File: src/rtl/hovalaag_io_bridge.sv
// Host-side bridge for the Hovalaag core: chunked instr/IN assembly, IN1/IN2/OUT FIFOs
// and gated single-step issue. Define HOVALAAG_BRIDGE_SEG7_EN for the sel-3 seven-segment readback.

module hovalaag_io_bridge_fifo #(
    parameter int unsigned W     = 12,
    parameter int unsigned DEPTH = 4
) (
    input  logic         clk,
    input  logic         reset,
    input  logic         clear,
    input  logic         push,
    input  logic [W-1:0] wdata,
    input  logic         pop,
    output logic [W-1:0] head,
    output logic         full,
    output logic         empty
);
    localparam int unsigned AW = $clog2(DEPTH);

    logic [W-1:0]  mem_q [DEPTH];
    logic [W-1:0]  mem_d [DEPTH];
    logic [AW-1:0] rd_q, rd_d, wr_q, wr_d;
    logic [AW:0]   cnt_q, cnt_d;
    logic          do_push, do_pop;

    assign empty = (cnt_q == '0);
    assign full  = (cnt_q == (AW+1)'(DEPTH));
    assign head  = empty ? '0 : mem_q[rd_q];

    // A push into a full FIFO only lands when a pop frees the slot in the same cycle.
    always_comb begin
        do_pop  = pop && !empty;
        do_push = push && (!full || do_pop);
        mem_d   = mem_q;
        rd_d    = rd_q;
        wr_d    = wr_q;
        cnt_d   = cnt_q;
        if (do_push) begin
            mem_d[wr_q] = wdata;
            wr_d        = wr_q + 1'b1;
        end
        if (do_pop) rd_d = rd_q + 1'b1;
        if (do_push && !do_pop)      cnt_d = cnt_q + 1'b1;
        else if (do_pop && !do_push) cnt_d = cnt_q - 1'b1;
        if (clear) begin
            rd_d  = '0;
            wr_d  = '0;
            cnt_d = '0;
        end
    end

    always_ff @(posedge clk) begin
        if (reset) begin
            for (int unsigned i = 0; i < DEPTH; i++) mem_q[i] <= '0;
            rd_q  <= '0;
            wr_q  <= '0;
            cnt_q <= '0;
        end else begin
            mem_q <= mem_d;
            rd_q  <= rd_d;
            wr_q  <= wr_d;
            cnt_q <= cnt_d;
        end
    end
endmodule

module hovalaag_io_bridge #(
    parameter int unsigned IO_WIDTH    = 6,
    parameter int unsigned INSTR_WIDTH = 32,
    parameter int unsigned DATA_WIDTH  = 12,
    parameter int unsigned IN_DEPTH    = 4,
    parameter int unsigned OUT_DEPTH   = 4
) (
    input  logic                   clk,
    input  logic                   reset,
    input  logic                   host_valid,
    input  logic [2:0]             host_cmd,
    input  logic [IO_WIDTH-1:0]    host_data,
    input  logic [1:0]             host_rd_sel,
    output logic [7:0]             host_rd_data,
    output logic [INSTR_WIDTH-1:0] core_instr,
    output logic [DATA_WIDTH-1:0]  core_in1,
    output logic [DATA_WIDTH-1:0]  core_in2,
    output logic                   core_step,
    input  logic                   core_in1_adv,
    input  logic                   core_in2_adv,
    input  logic [DATA_WIDTH-1:0]  core_out,
    input  logic                   core_out_valid,
    input  logic                   core_out_sel
);
    localparam int unsigned NCHUNK = (DATA_WIDTH + IO_WIDTH - 1) / IO_WIDTH;
    localparam int unsigned ASM_W  = NCHUNK * IO_WIDTH;
    localparam int unsigned CNT_W  = (NCHUNK > 1) ? $clog2(NCHUNK) : 1;

    typedef enum logic [2:0] {
        CMD_INSTR   = 3'd0,
        CMD_IN1     = 3'd1,
        CMD_IN2     = 3'd2,
        CMD_EXEC    = 3'd3,
        CMD_OUT_POP = 3'd4,
        CMD_CLEAR   = 3'd5
    } cmd_e;

    typedef enum logic [1:0] {
        S_IDLE,
        S_PENDING,
        S_STEP
    } state_e;

    state_e                 state_q, state_d;
    logic [INSTR_WIDTH-1:0] instr_q, instr_d;
    logic                   ovf_q, ovf_d;
    logic [ASM_W-1:0]       asm_q [2];
    logic [ASM_W-1:0]       asm_d [2];
    logic [CNT_W-1:0]       chunk_cnt_q [2];
    logic [CNT_W-1:0]       chunk_cnt_d [2];
    logic [DATA_WIDTH-1:0]  in_word [2];
    logic [DATA_WIDTH-1:0]  in_head [2];
    logic [1:0]             in_push, in_pop, in_full, in_empty;
    logic [DATA_WIDTH:0]    out_head;
    logic                   out_push, out_pop, out_full, out_empty;
    logic                   exec_cmd, clear, drop, busy, ok;
    logic [7:0]             rd_sel3;

    assign exec_cmd = host_valid && (host_cmd == CMD_EXEC);
    assign clear    = host_valid && (host_cmd == CMD_CLEAR) && (state_q == S_IDLE);
    assign out_pop  = host_valid && (host_cmd == CMD_OUT_POP);

    // Chunks shift in from the top, so after NCHUNK chunks the first one sits in the LSBs.
    always_comb begin
        drop = 1'b0;
        for (int unsigned ch = 0; ch < 2; ch++) begin
            asm_d[ch]       = asm_q[ch];
            chunk_cnt_d[ch] = chunk_cnt_q[ch];
            in_push[ch]     = 1'b0;
            if (host_valid && (host_cmd == ((ch == 0) ? CMD_IN1 : CMD_IN2))) begin
                asm_d[ch] = (asm_q[ch] >> IO_WIDTH) | (ASM_W'(host_data) << (ASM_W - IO_WIDTH));
                if (chunk_cnt_q[ch] == CNT_W'(NCHUNK - 1)) begin
                    chunk_cnt_d[ch] = '0;
                    in_push[ch]     = 1'b1;
                    if (in_full[ch] && !in_pop[ch]) drop = 1'b1;
                end else begin
                    chunk_cnt_d[ch] = chunk_cnt_q[ch] + 1'b1;
                end
            end
            if (clear) chunk_cnt_d[ch] = '0;
            in_word[ch] = asm_d[ch][DATA_WIDTH-1:0];
        end
    end

    always_comb begin
        ovf_d = ovf_q | drop;
        if (clear) ovf_d = 1'b0;
        instr_d = instr_q;
        if (host_valid && (host_cmd == CMD_INSTR) && (state_q == S_IDLE))
            instr_d = INSTR_WIDTH'({instr_q, host_data});
    end

    always_ff @(posedge clk) begin
        if (reset) begin
            state_q <= S_IDLE;
            instr_q <= '0;
            ovf_q   <= 1'b0;
            for (int unsigned ch = 0; ch < 2; ch++) begin
                asm_q[ch]       <= '0;
                chunk_cnt_q[ch] <= '0;
            end
        end else begin
            state_q <= state_d;
            instr_q <= instr_d;
            ovf_q   <= ovf_d;
            asm_q   <= asm_d;
            chunk_cnt_q <= chunk_cnt_d;
        end
    end

    assign ok = !(core_in1_adv && in_empty[0]) && !(core_in2_adv && in_empty[1])
             && !(core_out_valid && out_full);

    always_comb begin
        state_d = state_q;
        case (state_q)
            S_IDLE:    if (exec_cmd) state_d = S_PENDING;
            S_PENDING: if (ok) state_d = S_STEP;
            S_STEP:    state_d = S_IDLE;
            default:   state_d = S_IDLE;
        endcase
    end

    always_comb begin
        core_step = (state_q == S_STEP);
        busy      = (state_q != S_IDLE);
        in_pop    = {core_step && core_in2_adv, core_step && core_in1_adv};
        out_push  = core_step && core_out_valid;
    end

    hovalaag_io_bridge_fifo #(.W(DATA_WIDTH), .DEPTH(IN_DEPTH)) u_in1_fifo (
        .clk(clk), .reset(reset), .clear(clear), .push(in_push[0]), .wdata(in_word[0]),
        .pop(in_pop[0]), .head(in_head[0]), .full(in_full[0]), .empty(in_empty[0])
    );

    hovalaag_io_bridge_fifo #(.W(DATA_WIDTH), .DEPTH(IN_DEPTH)) u_in2_fifo (
        .clk(clk), .reset(reset), .clear(clear), .push(in_push[1]), .wdata(in_word[1]),
        .pop(in_pop[1]), .head(in_head[1]), .full(in_full[1]), .empty(in_empty[1])
    );

    hovalaag_io_bridge_fifo #(.W(DATA_WIDTH + 1), .DEPTH(OUT_DEPTH)) u_out_fifo (
        .clk(clk), .reset(reset), .clear(clear), .push(out_push), .wdata({core_out_sel, core_out}),
        .pop(out_pop), .head(out_head), .full(out_full), .empty(out_empty)
    );

    assign core_instr = instr_q;
    assign core_in1   = in_head[0];
    assign core_in2   = in_head[1];

`ifdef HOVALAAG_BRIDGE_SEG7_EN
    function automatic logic [6:0] seg7(input logic [3:0] d);
        case (d)
            4'h0:    seg7 = 7'h3F;
            4'h1:    seg7 = 7'h06;
            4'h2:    seg7 = 7'h5B;
            4'h3:    seg7 = 7'h4F;
            4'h4:    seg7 = 7'h66;
            4'h5:    seg7 = 7'h6D;
            4'h6:    seg7 = 7'h7D;
            4'h7:    seg7 = 7'h07;
            4'h8:    seg7 = 7'h7F;
            4'h9:    seg7 = 7'h6F;
            4'hA:    seg7 = 7'h77;
            4'hB:    seg7 = 7'h7C;
            4'hC:    seg7 = 7'h39;
            4'hD:    seg7 = 7'h5E;
            4'hE:    seg7 = 7'h79;
            default: seg7 = 7'h71;
        endcase
    endfunction

    assign rd_sel3 = out_empty ? '0 : {out_head[DATA_WIDTH], seg7(out_head[3:0])};
`else
    assign rd_sel3 = '0;
`endif

    // The output head is already forced to zero when empty, so sel 1/2 read 0 for free.
    always_comb begin
        host_rd_data = '0;
        case (host_rd_sel)
            2'd0:    host_rd_data = {ovf_q, busy, out_full, out_empty,
                                     in_full[1], in_empty[1], in_full[0], in_empty[0]};
            2'd1:    host_rd_data = out_head[7:0];
            2'd2:    host_rd_data = {out_head[DATA_WIDTH], 7'(out_head[DATA_WIDTH-1:8])};
            default: host_rd_data = rd_sel3;
        endcase
    end
endmodule

File: config.mk
export PLATFORM = sky130hd
export DESIGN_NAME = hovalaag_io_bridge
export DESIGN_NICKNAME = d
export VERILOG_FILES = /design/src/rtl/hovalaag_io_bridge.sv
export SDC_FILE = /design/constraint.sdc
export NUM_CORES = 1
export LEC_CHECK = 0
export BUFFER_PORTS_ARGS = -buffer_cell sky130_fd_sc_hd__buf_4
export CORE_UTILIZATION = 50
export DETAILED_ROUTE_END_ITERATION = 6
export GPL_ROUTABILITY_DRIVEN = 1
export PLACE_DENSITY = 0.69
export SLEW_MARGIN = 20
export SYNTH_ARGS = -nofsm -noshare
export SYNTH_HDL_FRONTEND = slang
export SYNTH_SLANG_ARGS = --single-unit
File: constraint.sdc
create_clock -name clk -period 2.9 [get_ports clk]
set_input_delay 0.58 -clock clk [delete_from_list [all_inputs] [get_ports clk]]
set_output_delay 0.58 -clock clk [all_outputs]
set_load 0.1 [all_outputs]
Word level (Yosys, flattened, before mapping)
Cells that the tools add are included.
{"block": "word_totals", "reg_bits": 230, "latchBits": 0, "ramBits": 0, "rom_bits": 0, "input_bits": 30, "output_inout_bits": 65, "word_cells": 184, "mem_count": 0}
{"block": "op_classes", "n_addsub": 14, "multipliers": 0, "div_mod_pow": 0, "order_cmp": 9, "eq_ne": 14, "shift": 0, "n_mux": 45, "bitwise_logic": 9, "n_reduce_logical": 65}
{"operator": "$mux 12", "count": 10}
{"operator": "$bwmux 48", "count": 2}
{"operator": "$bwmux 52", "count": 1}
{"operator": "$mux 13", "count": 4}
{"operator": "$bmux 12 s2", "count": 2}
{"operator": "$demux 12 s2", "count": 2}
{"operator": "$logic_and 1x1->1", "count": 33}
{"operator": "$bmux 13 s2", "count": 1}
{"operator": "$demux 13 s2", "count": 1}
{"operator": "$or 6x12->12", "count": 2}
{"operator": "$pmux 8 s3", "count": 1}
{"operator": "$ge 3x3->1 const B", "count": 6}
{"operator": "$mux 3", "count": 6}
{"operator": "$not 2->3", "count": 6}
{"operator": "$logic_not 1->1", "count": 17}
{"operator": "$eq 3x3->1 const B", "count": 5}
{"operator": "$add 2x1->2 const B", "count": 6}
{"operator": "$logic_not 3->1", "count": 4}
{"operator": "$mux 1", "count": 12}
{"operator": "$add 3x1->3 const B", "count": 3}
{"operator": "$lt 3x1->1 const B", "count": 3}
{"operator": "$sub 3x1->3 const B", "count": 3}
{"operator": "$reduce_bool 2->1", "count": 4}
{"operator": "$eq 3x2->1 const B", "count": 2}
{"operator": "12 further kinds", "count": 20}

Depth between registers and ports, before layout
{"block": "depth", "depth_word": 11, "depth_mapped": 9, "depth_no_buf": 8}

Cells and area by module
Synthesis repeated with hierarchy kept, for this count alone.
{"block": "hier_totals", "hier_cells": 1030, "area_unflattened_um2": 10904.2}
{"module": "hovalaag_io_bridge_fifo at u_in1_fifo ...", "n_inst": 2, "cells_each": 243, "area_per_inst_um2": 2673.8, "seq_area_each_um2": 1101.1}
{"module": "hovalaag_io_bridge_fifo at u_out_fifo", "n_inst": 1, "cells_each": 261, "area_per_inst_um2": 2906.5, "seq_area_each_um2": 1181.1}
{"module": "hovalaag_io_bridge", "n_inst": 1, "cells_each": 283, "area_per_inst_um2": 2650.0, "seq_area_each_um2": 1221.2}

Worst setup path after synthesis
OpenSTA, ideal clock, no wires.
{"block": "synth_path", "path_kind": "flip-flop to output port", "start": "reg u_out_fifo.rd_q[0]", "end": "out host_rd_data[4]", "t_arrival_ns": 2.631, "required_ns": 2.320, "path_slack_ns": -0.311, "stages_incl_launch_ff": 6, "path_buffers": 2, "path_cell_list": "dfxtp_1 -> clkbuf_1 -> buf_2 -> mux4_2 -> nand3_1 -> a21oi_1"}
{"block": "synth_between", "elab_chain_len": 6}
{"item": "start, declared", "line_no": "22", "rtl": "logic [AW-1:0] rd_q, rd_d, wr_q, wr_d;"}
{"item": "start signal, assigned", "line_no": "60", "rtl": "rd_q <= rd_d;"}
{"item": "$not 2->3 (not written as such)", "line_no": "28", "rtl": "assign head = empty ? '0 : mem_q[rd_q];"}
{"item": "$bmux 13 s2", "line_no": "28"}
{"item": "$mux 13 (not written as such) (2 in a row)", "line_no": "28"}
{"item": "$mux 13", "line_no": "28"}
{"item": "$pmux 8 s3", "line_no": "246", "rtl": "case (host_rd_sel)"}
{"item": "end, declared", "line_no": "80", "rtl": "output logic [7:0] host_rd_data,"}
Every way passes these cells. The select of a mux whose other input is x is not followed.

Final worst setup path
{"block": "layout_path", "start": "reg u_out_fifo.rd_q[0]", "end": "out host_rd_data[2]"}
The elaborated chain is that of the path after synthesis.

==> run summary <==
Hold Path Class - input port to register
Ys flop type - dfxtp_1
Core Box Area - 19700 um^2
Compound-gate portion of the synthesized area - 0.0504
FP Rows - 51
RSZ-0062 raised after global routing - false
GRT overflow - 0
Finish-stage setup viols - 0
Worst-margin pin slew - 0.696 ns
Post-Synth Simple-Gate Area - 0.180
XOR/XNOR share of the synthesized area - 0.0130
Final #Nets - 1120
FFs w/ async S/R, synth - 0
Largest net degree at the start of global routing - 66
Filler instances - 1680
Mean post-synth cell area - 10.3 um^2
Number of enable flip-flop cells after synthesis - 0
Number of vias per cell - 5.25
Max Root-Sink Buffers - 3
PortBufs - 94
Total Routing Usage GR - 0.215
Cells after synthesis - 987
Adder-cell area share of the yosys netlist - 0.0245
Clock transition at path regs - 0.06 ns
Max Cap Viol - 0
Vias in the first global route - 6814
Largest family of logic cells by synthesized area - multiplexers
Total negative slack - 0 ns
Slew HR - 0.535
Critical path launch point type - register
Share of layout cells above drive strength 1 - 0.305
RePlAce Congestion - 0.775
Reg2reg start - state_q[1]
CP Capture Point - host_rd_data[2]
Vert. Die Dim - 144 um
CTS root buf - clkbuf_16
Clock Skew - 0.0156 ns
WS Path Type - register to output pin
Initial core utilization - 0.515
Clock Latency Late Sink - 0.52 ns
DR DRC count - 0
Post-cts hold buffer count - 0
Final slew viol count - 0
Most common cell after layout, fill and taps aside - dfxtp_1
Max Clk Rate - 0.362 GHz
Final min period - 2.76 ns
DRT Wirelength - 21.8 mm
Routed len/inst - 16.0 um
Hpwl dp - 14.0 mm
CP Launch Point - u_out_fifo.rd_q[0]
Placed Instances - 1309
Register Area - 4610 um^2
H-tree Lvls - 1
TritonCTS clock tree - built
DR vias - 7118
Violation count after the first detailed-route iteration - 262
Worst R2R Path Depth - 8
Commonest cells after routing, fill and taps aside - dfxtp_1 (229), nand2_1 (134), buf_4 (116)
CTS buffer count - 26
Yosys cell types - 39
Layout Cells excl Fill - 1357
Remaining antenna violation count - 0
Cell area after synthesis - 10100 um^2
Power density over the cells - 576 nW/um^2
Initial antenna violation count - 0
Setup Fix Bufs, Post-CTS - 0
#FFs+latches synth - 230
Reg2reg setup slack - 0.51 ns
Ys Warns - 0
Period utilization - 0.952
Drt first pass iters - 4
Critical Path RT - 2.32 ns
Clock sinks - 230
Area of the die - 20800 um^2
Critical path arrival - 2.18 ns
Area of the multi-input gates - 5290 um^2
Die width - 144 um
# diodes - 0
Area Growth Syn to Fin - 20.3%
Worst R2R End - u_in1_fifo.cnt_q[2]
First-pass GRT wire length - 35.1 mm
Mux cell area share after synthesis - 0.246
IR drop worst, VDD - 0.000381 V
Final hold vios - 0
Crit path max fanout - 13
CP Capture Type - output pin
Register area share after synthesis - 0.455
Io pins - 95
Syn_nets - 1035
Leakage - 4.66 nW
Status - finished, final reports clean
==> area by class of cell <==
cell class | count | area share
clock buffers | 36 | 0.0615
clock inverters | 12 | 0.0176
inverters | 15 | 0.00462
multi-input cells | 679 | 0.434
flip-flops and latches | 230 | 0.378
well taps | 265 | 0.0272
repair buffers | 120 | 0.0769
==> through the flow <==
step	utilization	power, mW	hold WS [ns]	cell area (um^2)	worst slack [ns]
2_1_floorplan	-	3.36	0.432	10200	0.160
3_3_place_gp	0.570	3.46	0.439	11200	0.236
3_5_place_dp	0.570	3.46	0.448	11200	0.174
4_1_cts	0.619	7.08	0.319	12200	0.0273
5_1_grt	0.620	7.25	0.325	12200	0.00838
6_report	0.620	7.01	0.336	12200	0.140
==> sequential cells by signal, indices dropped and copies added, names as in the netlist <==
signal / flops
u_in1_fifo.cnt_q: 3
u_in2_fifo.mem_q: 48
chunk_cnt_q: 2
u_in2_fifo.rd_q: 2
ovf_q: 1
u_in2_fifo.cnt_q: 3
u_out_fifo.wr_q: 2
state_q: 2
u_in2_fifo.wr_q: 2
u_in1_fifo.mem_q: 48
u_in1_fifo.wr_q: 2
asm_q: 24
u_in1_fifo.rd_q: 2
u_out_fifo.mem_q: 52
core_instr: 32
u_out_fifo.cnt_q: 3
u_out_fifo.rd_q: 2
==> synthesized netlist by cell type (5+ instances only) <==
master      n  area (um^2)
dfxtp_1   230         4600
nand2_1   134          503
nor2b_1   122          763
mux2_2     95         1070
nor2_1     78          293
a21oi_1    66          330
mux2i_1    58          581
clkbuf_1   41          154
mux4_2     37          833
buf_2      17         85.1
ha_1       15          188
inv_1      15         56.3
xor2_1      9         78.8
nor3b_1     6         45.0
xnor2_1     6         52.6
a211oi_2    5         62.6
a22oi_1     5         37.5
buf_1       5         18.8
==> layer usage <==
metal / global-route usage / part of all wire / up-vias
met5: 0 / 0 / -
met4: 0.0582 / 0.019 / 0
met3: 0.0401 / 0.049 / 32
met2: 0.355 / 0.47 / 140
met1: 0.286 / 0.47 / 3404
li1: - / - / 3542
==> how the worst min path moves through the flow <==
stage	depth (start not counted)	end	start	slack, ns
after global placement	2	chunk_cnt_q[1]	chunk_cnt_q[1]	0.44
final	3	u_out_fifo.mem_q[7]	core_out[7]	0.34
after CTS	3	core_instr[3]	host_data[3]	0.32
after floorplan	2	chunk_cnt_q[1]	chunk_cnt_q[1]	0.43
after detailed placement	2	core_instr[26]	core_instr[26]	0.45
after global routing	3	u_out_fifo.mem_q[11]	core_out[11]	0.32
==> critical path: stages (launching register included) <==
cell and delay, ns:
dfxtp_1 0.39, buf_8 0.21, mux4_2 0.54, a22oi_1 0.19, nand2_1 0.10, buf_4 0.24
==> where the power goes <==
part	internal, mW	switching, mW	leakage (nW)
Clock	2.34	1.29	0.476
Sequential	3.17	0.00577	1.85
Combinational	0.0626	0.153	2.33
Total	5.57	1.45	4.66
==> what timing repair did <==
item / CTS / global route
gates resized for setup: 3 / 3
gates cloned: 0 / 0
setup endpoints to repair: 7 / 4
==> cells by family (layout without fill, tap and decap cells) <==
| group | Yosys count | count (layout) |
|---|---|---|
| simple gates | 370 | 370 |
| flops | 230 | 230 |
| mux | 191 | 191 |
| compound gates | 85 | 85 |
| buf+inv | 78 | 183 |
| fa+ha+maj | 18 | 18 |
| xor+xnor | 15 | 15 |
Note: power is estimated with default switching activity, not from simulation.
